### src/rtl/busca_pkg.sv
// rtl/busca_pkg.sv - shared types and sizing helpers for the instruction fetch unit
package busca_pkg;

    typedef enum logic {
        BUSCA = 1'b0,
        DRENA = 1'b1
    } estado_t;

    localparam int LARGURA_PADRAO = 32;

    // One extra bit beyond the index so that full and empty are distinguishable.
    function automatic int largura_ptr(input int prof);
        return $clog2(prof) + 1;
    endfunction

endpackage

### src/rtl/fila_reserva.sv
// rtl/fila_reserva.sv - in-order reserve/fill/pop queue with single-cycle flush
module fila_reserva import busca_pkg::*; #(
    parameter int PROF_FILA = 4,
    parameter int LARGURA   = LARGURA_PADRAO,
    localparam int PW       = largura_ptr(PROF_FILA)
) (
    input  logic               clock,
    input  logic               reseta_n,
    input  logic               flush,
    input  logic               reserva,
    input  logic [LARGURA-1:0] reserva_endereco,
    input  logic               preenche_en,
    input  logic [LARGURA-1:0] preenche_dado,
    input  logic               pop,
    output logic [PW-1:0]      reservadas,
    output logic [PW-1:0]      pendentes,
    output logic               cab_cheia,
    output logic               cab_vazia,
    output logic [LARGURA-1:0] cab_endereco,
    output logic [LARGURA-1:0] cab_dado
);

    localparam int IW = PW - 1;

    logic [PW-1:0]        cabeca_q, cabeca_d;
    logic [PW-1:0]        preenche_q, preenche_d;
    logic [PW-1:0]        emissao_q, emissao_d;
    logic [PROF_FILA-1:0] cheia_q, cheia_d;
    logic [LARGURA-1:0]   endereco_q [PROF_FILA];
    logic [LARGURA-1:0]   dado_q     [PROF_FILA];

    always_comb begin
        cabeca_d   = cabeca_q;
        preenche_d = preenche_q;
        emissao_d  = emissao_q;
        cheia_d    = cheia_q;
        if (flush) begin
            cabeca_d   = '0;
            preenche_d = '0;
            emissao_d  = '0;
            cheia_d    = '0;
        end else begin
            if (reserva) begin
                cheia_d[emissao_q[IW-1:0]] = 1'b0;
                emissao_d                  = emissao_q + PW'(1);
            end
            if (preenche_en) begin
                cheia_d[preenche_q[IW-1:0]] = 1'b1;
                preenche_d                  = preenche_q + PW'(1);
            end
            if (pop) begin
                cheia_d[cabeca_q[IW-1:0]] = 1'b0;
                cabeca_d                  = cabeca_q + PW'(1);
            end
        end
    end

    always_ff @(posedge clock or negedge reseta_n) begin
        if (!reseta_n) begin
            cabeca_q   <= '0;
            preenche_q <= '0;
            emissao_q  <= '0;
            cheia_q    <= '0;
        end else begin
            cabeca_q   <= cabeca_d;
            preenche_q <= preenche_d;
            emissao_q  <= emissao_d;
            cheia_q    <= cheia_d;
        end
    end

    // Payload storage needs no reset: cheia_q gates every read of it.
    always_ff @(posedge clock) begin
        if (reserva && !flush) begin
            endereco_q[emissao_q[IW-1:0]] <= reserva_endereco;
        end
        if (preenche_en && !flush) begin
            dado_q[preenche_q[IW-1:0]] <= preenche_dado;
        end
    end

    assign reservadas   = emissao_q - cabeca_q;
    assign pendentes    = emissao_q - preenche_q;
    assign cab_cheia    = cheia_q[cabeca_q[IW-1:0]];
    assign cab_vazia    = (cabeca_q == emissao_q);
    assign cab_endereco = endereco_q[cabeca_q[IW-1:0]];
    assign cab_dado     = dado_q[cabeca_q[IW-1:0]];

endmodule

### src/rtl/busca_instrucao.sv
// rtl/busca_instrucao.sv - fetch unit: issues PC reads, buffers words, drains wrong-path data
module busca_instrucao import busca_pkg::*; #(
    parameter int PROF_FILA = 4,
    parameter int LARGURA   = LARGURA_PADRAO
) (
    input  logic               clock,
    input  logic               reseta_n,
    input  logic [LARGURA-1:0] pc_endereco,
    input  logic               jump,
    output logic               pc_espera,
    output logic               mem_req,
    output logic [LARGURA-1:0] mem_endereco,
    input  logic               mem_ack,
    input  logic               mem_valido,
    input  logic [LARGURA-1:0] mem_dado,
    output logic               inst_valida,
    output logic [LARGURA-1:0] inst,
    output logic [LARGURA-1:0] inst_endereco,
    input  logic               inst_pronta,
    output logic               erro_protocolo
);

    localparam int PW = largura_ptr(PROF_FILA);

    estado_t       estado_q, estado_d;
    logic [PW-1:0] descarte_q, descarte_d;
    logic          erro_q, erro_d;
    logic          ativo_q;

    logic [PW-1:0] reservadas, pendentes;
    logic          cab_cheia, cab_vazia;
    logic          tem_pendente, aceita, preenche_en, pop;

    fila_reserva #(
        .PROF_FILA (PROF_FILA),
        .LARGURA   (LARGURA)
    ) u_fila (
        .clock            (clock),
        .reseta_n         (reseta_n),
        .flush            (jump),
        .reserva          (aceita),
        .reserva_endereco (pc_endereco),
        .preenche_en      (preenche_en),
        .preenche_dado    (mem_dado),
        .pop              (pop),
        .reservadas       (reservadas),
        .pendentes        (pendentes),
        .cab_cheia        (cab_cheia),
        .cab_vazia        (cab_vazia),
        .cab_endereco     (inst_endereco),
        .cab_dado         (inst)
    );

    // ativo_q keeps mem_req low while reset is held and for the release cycle.
    assign mem_req      = ativo_q && (estado_q == BUSCA) && !jump && (reservadas < PW'(PROF_FILA));
    assign aceita       = mem_req && mem_ack;
    assign pc_espera    = !aceita;
    assign mem_endereco = pc_endereco;

    assign tem_pendente = (pendentes != '0);
    assign preenche_en  = (estado_q == BUSCA) && mem_valido && tem_pendente && !jump;
    assign inst_valida  = cab_cheia && !cab_vazia && !jump;
    assign pop          = inst_valida && inst_pronta;

    always_comb begin
        estado_d   = estado_q;
        descarte_d = descarte_q;
        erro_d     = erro_q;
        case (estado_q)
            BUSCA: begin
                if (mem_valido && !tem_pendente) begin
                    erro_d = 1'b1;
                end
                // A response landing in the jump cycle is itself wrong-path and already consumed.
                if (jump) begin
                    descarte_d = pendentes - {{(PW-1){1'b0}}, (mem_valido && tem_pendente)};
                    if (descarte_d != '0) begin
                        estado_d = DRENA;
                    end
                end
            end
            DRENA: begin
                if (mem_valido) begin
                    if (descarte_q == '0) begin
                        erro_d = 1'b1;
                    end else begin
                        descarte_d = descarte_q - PW'(1);
                        if (descarte_q == PW'(1)) begin
                            estado_d = BUSCA;
                        end
                    end
                end
            end
            default: estado_d = BUSCA;
        endcase
    end

    always_ff @(posedge clock or negedge reseta_n) begin
        if (!reseta_n) begin
            estado_q   <= BUSCA;
            descarte_q <= '0;
            erro_q     <= 1'b0;
            ativo_q    <= 1'b0;
        end else begin
            estado_q   <= estado_d;
            descarte_q <= descarte_d;
            erro_q     <= erro_d;
            ativo_q    <= 1'b1;
        end
    end

    assign erro_protocolo = erro_q;

endmodule
### config.mk
export PLATFORM = sky130hd
export DESIGN_NAME = busca_instrucao
export DESIGN_NICKNAME = d
export VERILOG_FILES = /design/src/rtl/busca_pkg.sv /design/src/rtl/fila_reserva.sv /design/src/rtl/busca_instrucao.sv
export SDC_FILE = /design/constraint.sdc
export NUM_CORES = 1
export LEC_CHECK = 0
export CAP_MARGIN = 20
export CORE_MARGIN = 1.5
export CORE_UTILIZATION = 30
export CTS_CLUSTER_DIAMETER = 40
export DETAILED_ROUTE_END_ITERATION = 16
export PLACE_DENSITY_LB_ADDON = 0.08
export SLEW_MARGIN = 15
export SYNTH_ARGS = -nofsm -noshare
export SYNTH_HDL_FRONTEND = slang
export SYNTH_SLANG_ARGS = --single-unit
### constraint.sdc
create_clock -name clock -period 4.34 [get_ports clock]
set_input_delay 0.651 -clock clock [delete_from_list [all_inputs] [get_ports clock]]
set_output_delay 0.651 -clock clock [all_outputs]
set_load 0.05 [all_outputs]
==> out/results.tsv, run 1 <==
metric	value	unit
sequential area share after synthesis	75.66	%
sw power	0.001677	W
Mapped Area	0.01079	mm^2
Multi-input gate area	0.002272	mm^2
number of max-cap violations	0	
core area	0.03548	mm^2
clk slew on worst S/H paths	0.05	ns
final hold vios	0	
Clock power frac	46.6	%
Slew headroom	59.41	%
EDFF count, synth	256	
worst min-delay path class	in2async	
die area	0.03711	mm^2
pin count of the biggest net entering global routing	45	
Yosys reg bits	275	
gr usage total	13.25	%
final setup vio count	0	
CTS buffer count	45	
CP most frequent cell	inv_1	
post-CTS resize count	0	
Tightest Pin Transition	0.6069	ns
max incr delay on CP	0.83	ns
Yosys top cell by area	edfxtp_1	
DRC	0	
DR iter-0 viols	230	
Initial Utilization	30.41	%
first-pass GRT wire length	36020	um
Synth top area share	71.25	%
Critical Path End Type	primary output	
most frequent cells in the layout	edfxtp_1 (256), clkdlybuf4s50_1 (169), mux4_2 (65)	
Power Density	488.4	mW/mm^2
final worst path period need	3.660	ns
CTS root buffer	clkbuf_16	
startpoint types	flop	
most common cell after layout, fill and taps aside	edfxtp_1	
vias after detailed routing	5285	
status	finished, final reports clean	
CP top delay family	buffers and inverters	
Top Ports	170	
predominant post-synthesis flop cell	edfxtp_1	
P&R area growth vs syn	32.80	%
final setup TNS	0	ns
WP data required	3.69	ns
Fill cells	3170	
Final Skew	0.01357	ns
Synth cell types	38	
Comb pwr share	10.2	%
grt total ovfl	0	
I/O Buffers	169	
CP arrival	3.01	ns
fin nets	777	
WL per Instance	20.38	um
Die Y	192.6	um
share of cells above drive strength 1	22.70	%
slowest CP cell	clkdlybuf4s50_1	
drt via density	4.479	
TritonCTS Sinks	275	
leakage power	4.714	nW
Syn. warnings	0	
Setup Fix Bufs, Post-CTS	0	
fmax	273.2	MHz
Max Root-Sink Buffers	3	
Antenna Nets Post-Route	0	
CTS Hold Buffers Added	0	
HPWL after DPL	14370	um
worst-skew pair later-pin latency	0.52	ns
Final Cycle Share	84.33	%
final wirelength	24050	um
Die X	192.6	um
crit path kind	reg2out	
synth top area cells	edfxtp_1 (71%), mux4_2 (14%), dfrtp_1 (4.4%), ha_1 (2.3%), buf_4 (2.3%)	
initial antenna violation count	1	
CP Cell Sequence	inv_1 -> ha_1 -> nor2b_1 -> o21a_1 -> o2111a_1 -> inv_1 -> clkdlybuf4s50_1	
cells after synthesis	502	
async set-reset flop share out of synthesis	6.909	%
worst path buffer plus inverter count	3	
Slew Viols, Final	0	
Mapped Nets	593	
Internal	0.005320	W
Pre-Repair DR Iteration Count	6	
H-tree depth	2	
RSZ-0062 raised after global routing	false	
GPL Wtd Cong	0.6913	
part of the power in registers	43.2	%
Critical Path Fanout Max	9	
vias in the first global route	5957	
Synth Area per Inst	21.49	um^2
row cnt	69	
register area	0.008170	mm^2
sw frac	23.97	%
worst vdd ir	0.2834	mV
TritonCTS clock tree	done	
Tot Pwr	0.006998	W
-- power groups by stage --
stage	Sequential [W]	Combinational [W]	Clock (W)
after global placement	0.00307	0.000709	0
after global routing	0.00303	0.000772	0.00347
after CTS	0.00302	0.000725	0.00336
after detailed placement	0.00308	0.000719	0
after floorplan	0.00306	0.000477	0
final	0.00302	0.000712	0.00326
-- sequential cells by signal (all words and copies together) (netlist names) --
name / flops
u_fila.cabeca_q: 3
u_fila.emissao_q: 3
estado_q: 1
u_fila.preenche_q: 3
erro_protocolo: 1
u_fila.cheia_q: 4
ativo_q: 1
u_fila.endereco_q: 128
u_fila.dado_q: 128
descarte_q: 3
-- worst reg2reg max path, stage by stage (launching register included) --
cell	delay, ns
dfrtp_1	0.41
inv_1	0.14
ha_1	0.23
fa_1	0.37
xnor3_2	0.26
nand3_2	0.13
and3_1	0.23
and2_2	0.53
buf_4	0.32
-- cell families after synthesis --
kind of cell | after synthesis | synth area share, %
fa+ha+maj | 21 | 2.505
flops | 275 | 75.66
simple gates | 40 | 1.960
compound gates | 28 | 1.728
buf+inv | 60 | 3.398
mux | 68 | 13.85
other cells | 1 | 0.03476
xor+xnor | 9 | 0.8698
-- cells in the mapped netlist, types with 4 or more instances --
cell and number:
and2_2 4, buf_4 33, buf_2 8, a21oi_1 5
dfrtp_1 19, ha_1 20, edfxtp_1 256, mux4_2 65
clkbuf_1 4, xnor2_1 5, nor2_1 12, o21a_1 5
o21ai_0 8, nand2_1 9, inv_1 11
-- final timing paths --
check | endpoint | cells after the start | startpoint | slack [ns]
min in group clock | erro_protocolo$_DFFE_PN0P_ | 1 | erro_protocolo$_DFFE_PN0P_ | 0.47
max | pc_espera | 7 | u_fila.cabeca_q[1]$_DFFE_PN0P_ | 0.68
max reg2reg | u_fila.dado_q[1][7]$_DFFE_PP_ | 8 | u_fila.emissao_q[0]$_DFFE_PN0P_ | 1.40
min reg2reg | erro_protocolo$_DFFE_PN0P_ | 1 | erro_protocolo$_DFFE_PN0P_ | 0.47
min | erro_protocolo$_DFFE_PN0P_ | 1 | reseta_n | 0.39
max in group asynchronous | u_fila.cabeca_q[0]$_DFFE_PN0P_ | 2 | reseta_n | 3.53
-- cell type report --
type | count | area share (%)
inverters | 11 | 0.2882
repair buffers | 186 | 12.98
flip-flops and latches | 275 | 57.03
clock buffers | 50 | 8.139
well taps | 461 | 4.026
clock inverters | 29 | 1.668
diodes | 1 | 0.01747
multi-input cells | 167 | 15.86
-- stage by stage --
stage / hold WS (ns) / std cells / utilization [%] / setup slack (ns) / cell area [um^2]
global route: 0.3838 / 1179 / 40.37 / 0.4670 / 14330
finish: 0.3866 / 1180 / 40.38 / 0.6799 / 14330
global placement: 0.4494 / 1098 / 36.29 / 0.8783 / 12880
CTS: 0.4688 / 1178 / 40.33 / 0.6116 / 14310
floorplan: 0.3554 / 502 / - / 1.024 / 10790
detailed placement: 0.4476 / 1099 / 36.37 / 1.066 / 12900
-- routing by layer --
layer / up-vias / share of wire (%) / global-route usage [%]
li1: 2383 / - / -
met5: - / 0 / 0
met1: 2701 / 43 / 17.01
met4: 0 / 1.8 / 3.906
met3: 37 / 6.6 / 3.746
met2: 164 / 49 / 21.79
No activity file was read; power rests on OpenSTA's default activity.
==> run 2, diff against run 1 <==
clock period = 3.1 ns   (was 4.34 ns; I/O delays follow)
==> run 2 against run 1 <==
Combinational power grew 40%. Register-to-register slack lost 1.0 ns. Cell area is 1.5% higher. Critical endpoint is now inst[9]. Critical path depth decreased by 5. Sequential power rose by 40%. Utilization grew 0.60 points. Clock-buffer cell count up 5. Clock skew is 0.0072 ns higher. Wire length increased by 0.44%. Power is 47% higher. Die area is the same.
==> out/results.tsv, run 2 (synthesis results as in run 1) <==
metric	value	unit	change
status	finished, final reports clean		
met2 Usage GRT	21.28	%	-0.51 points
I/O Buffers	169		unchanged
die area	0.03711	mm^2	unchanged
max incr delay on CP	0.72	ns	-0.11 ns
CP arrival	2.50	ns	-0.51 ns
FF-to-FF path depth	11		+3
number of max-cap violations	0		unchanged
WP data required	2.63	ns	-1.06 ns
sw power	0.002479	W	+48%
core area	0.03548	mm^2	unchanged
TritonCTS Sinks	275		unchanged
met1 GRT Util	16.62	%	-0.39 points
grt total ovfl	0		unchanged
pin count of the biggest net entering global routing	39		-13%
busiest grt layer	met2		
Power Density	709.6	mW/mm^2	+45%
Top Ports	170		unchanged
Pre-Repair DR Iteration Count	4		-2
startpoint types	flop		
crit path kind	reg2out		
leakage power	4.914	nW	+4.2%
gr usage total	13.35	%	+0.093 points
most common cell after layout, fill and taps aside	edfxtp_1		
clk slew on worst S/H paths	0.05	ns	about the same
Critical Path Fanout Max	15		+6
R2R Path End	estado_q$_DFF_PN0_		
DR iter-0 viols	191		-17%
GR Util met3	4.201	%	+0.45 points
final setup vio count	0		unchanged
Die X	192.6	um	unchanged
Slew headroom	55.26	%	-4.2 points
Tightest Pin Transition	0.6690	ns	+0.06210 ns
Initial Utilization	30.41	%	unchanged
TritonCTS clock tree	done		
Clock power frac	49.3	%	+2.7 points
DRC	0		unchanged
Internal	0.007838	W	+47%
n_diodes	0		-1
final setup TNS	0	ns	unchanged
GPL Wtd Cong	0.7323		+5.9%
H-tree depth	2		unchanged
sw frac	24.03	%	+0.062 points
final wirelength	24150	um	+0.44%
drt via density	4.512		+0.74%
fin nets	785		+1.0%
Max Root-Sink Buffers	3		unchanged
share of cells above drive strength 1	29.69	%	+7.0 points
CTS root buffer	clkbuf_16		
P&R area growth vs syn	34.77	%	
Die Y	192.6	um	unchanged
HPWL after DPL	15360	um	+6.9%
reg2reg start	u_fila.emissao_q[0]$_DFFE_PN0P_		
CTS Hold Buffers Added	0		unchanged
worst-skew pair later-pin latency	0.56	ns	+0.04 ns
RSZ-0062 raised after global routing	false		
first-pass GRT wire length	35960	um	-0.19%
Slew Viols, Final	0		unchanged
Final Cycle Share	95.66	%	
r2r setup slk	0.37	ns	-1.03 ns
worst min-delay path class	in2async		
part of the power in registers	41.1	%	-2.1 points
WL per Instance	20.26	um	-0.57%
initial antenna violation count	2		+1
final worst path period need	2.966	ns	
hold slack	0.3158	ns	-0.07081 ns
Antenna Nets Post-Route	0		unchanged
Critical Path End Type	primary output		
CP Cell Sequence	mux4_2 -> clkdlybuf4s50_1		
Setup Fix Bufs, Post-CTS	0		unchanged
Comb pwr share	9.7	%	-0.5 points
vias in the first global route	5978		+0.35%
CTS buffer count	48		+6.7%
fmax	337.2	MHz	
most frequent cells in the layout	edfxtp_1 (256), clkdlybuf4s50_1 (111), mux4_2 (65)		
post-layout util	40.98	%	+0.60 points
slowest CP cell	clkdlybuf4s50_1		
vias after detailed routing	5378		+1.8%
row cnt	69		unchanged
final hold vios	0		unchanged
Final Skew	0.02078	ns	+0.007210 ns
worst vdd ir	0.4674	mV	+65%
[run 2: cell count changes in the layout (fill, tap and decap cells not counted), sizes merged]
cell	delta
buf	+43
bufinv	+3
clkbuf	+5
clkdlybuf4s50	-58
clkinv	-2
clkinvlp	+1
diode	-1
dlygate4sd2	+20
inv	+1
[run 2: layout make-up]
class,count,area [um^2]
Fill cell,3171,20940
Clock buffer,55,1227
Inverter,11,41.29
Timing Repair Buffer,191,1902
Tap cell,461,576.8
Clock inverter,32,349.1
Multi-Input combinational cell,167,2273
Sequential cell,275,8170
[run 2: worst max-delay path: cells and delay by family (launching register included)]
| kind | cells | cell delay, ns |
|---|---|---|
| buffers and inverters | 1 | 0.72 |
| flip-flops | 1 | 0.63 |
| multiplexers | 1 | 0.57 |
[run 2: repair_timing]
action	4_1_cts	5_1_grt
resized for setup	23	2
pin swaps	0	0
endpoints found under the setup margin	60	2
[run 2: layer usage]
metal	routed length, um	up-vias	share of wire [%]
li1	-	2402	-
met1	10450	2779	43
met2	11490	150	48
met3	1568	45	6.5
met4	641	2	2.7
met5	9	-	0.037
[run 2: metrics by stage]
stage / total power, W / cell area (um^2) / setup slack (ns) / std cells
2_1_floorplan: 0.004945 / 10790 / 0.2723 / 502
3_3_place_gp: 0.005315 / 12970 / 0.4149 / 1105
3_5_place_dp: 0.005326 / 12970 / 0.4021 / 1105
4_1_cts: 0.01050 / 14540 / 0.01568 / 1192
5_1_grt: 0.01071 / 14540 / 0.01781 / 1192
6_report: 0.01032 / 14540 / 0.1344 / 1192
[run 2: how the worst max path moves through the flow]
stage | startpoint | endpoint | slack [ns] | cells after the start
after detailed placement | u_fila.emissao_q[0]$_DFFE_PN0P_ | estado_q$_DFF_PN0_ | 0.40 | 11
after global placement | u_fila.emissao_q[0]$_DFFE_PN0P_ | estado_q$_DFF_PN0_ | 0.41 | 11
final | u_fila.cabeca_q[0]$_DFFE_PN0P_ | inst[9] | 0.13 | 2
after floorplan | u_fila.cabeca_q[1]$_DFFE_PN0P_ | u_fila.endereco_q[0][0]$_DFFE_PP_ | 0.27 | 7
after CTS | u_fila.cabeca_q[0]$_DFFE_PN0P_ | inst_valida | 0.02 | 5
after global routing | u_fila.cabeca_q[0]$_DFFE_PN0P_ | inst_endereco[25] | 0.02 | 3
[run 2: power groups by stage]
stage	logic, W	registers, W	clock network [W]
final	0.000999	0.00424	0.00508
after global routing	0.00108	0.00424	0.00539
after CTS	0.00101	0.00424	0.00525
after detailed placement	0.00102	0.00430	0
after global placement	0.00101	0.00430	0
after floorplan	0.000667	0.00428	0
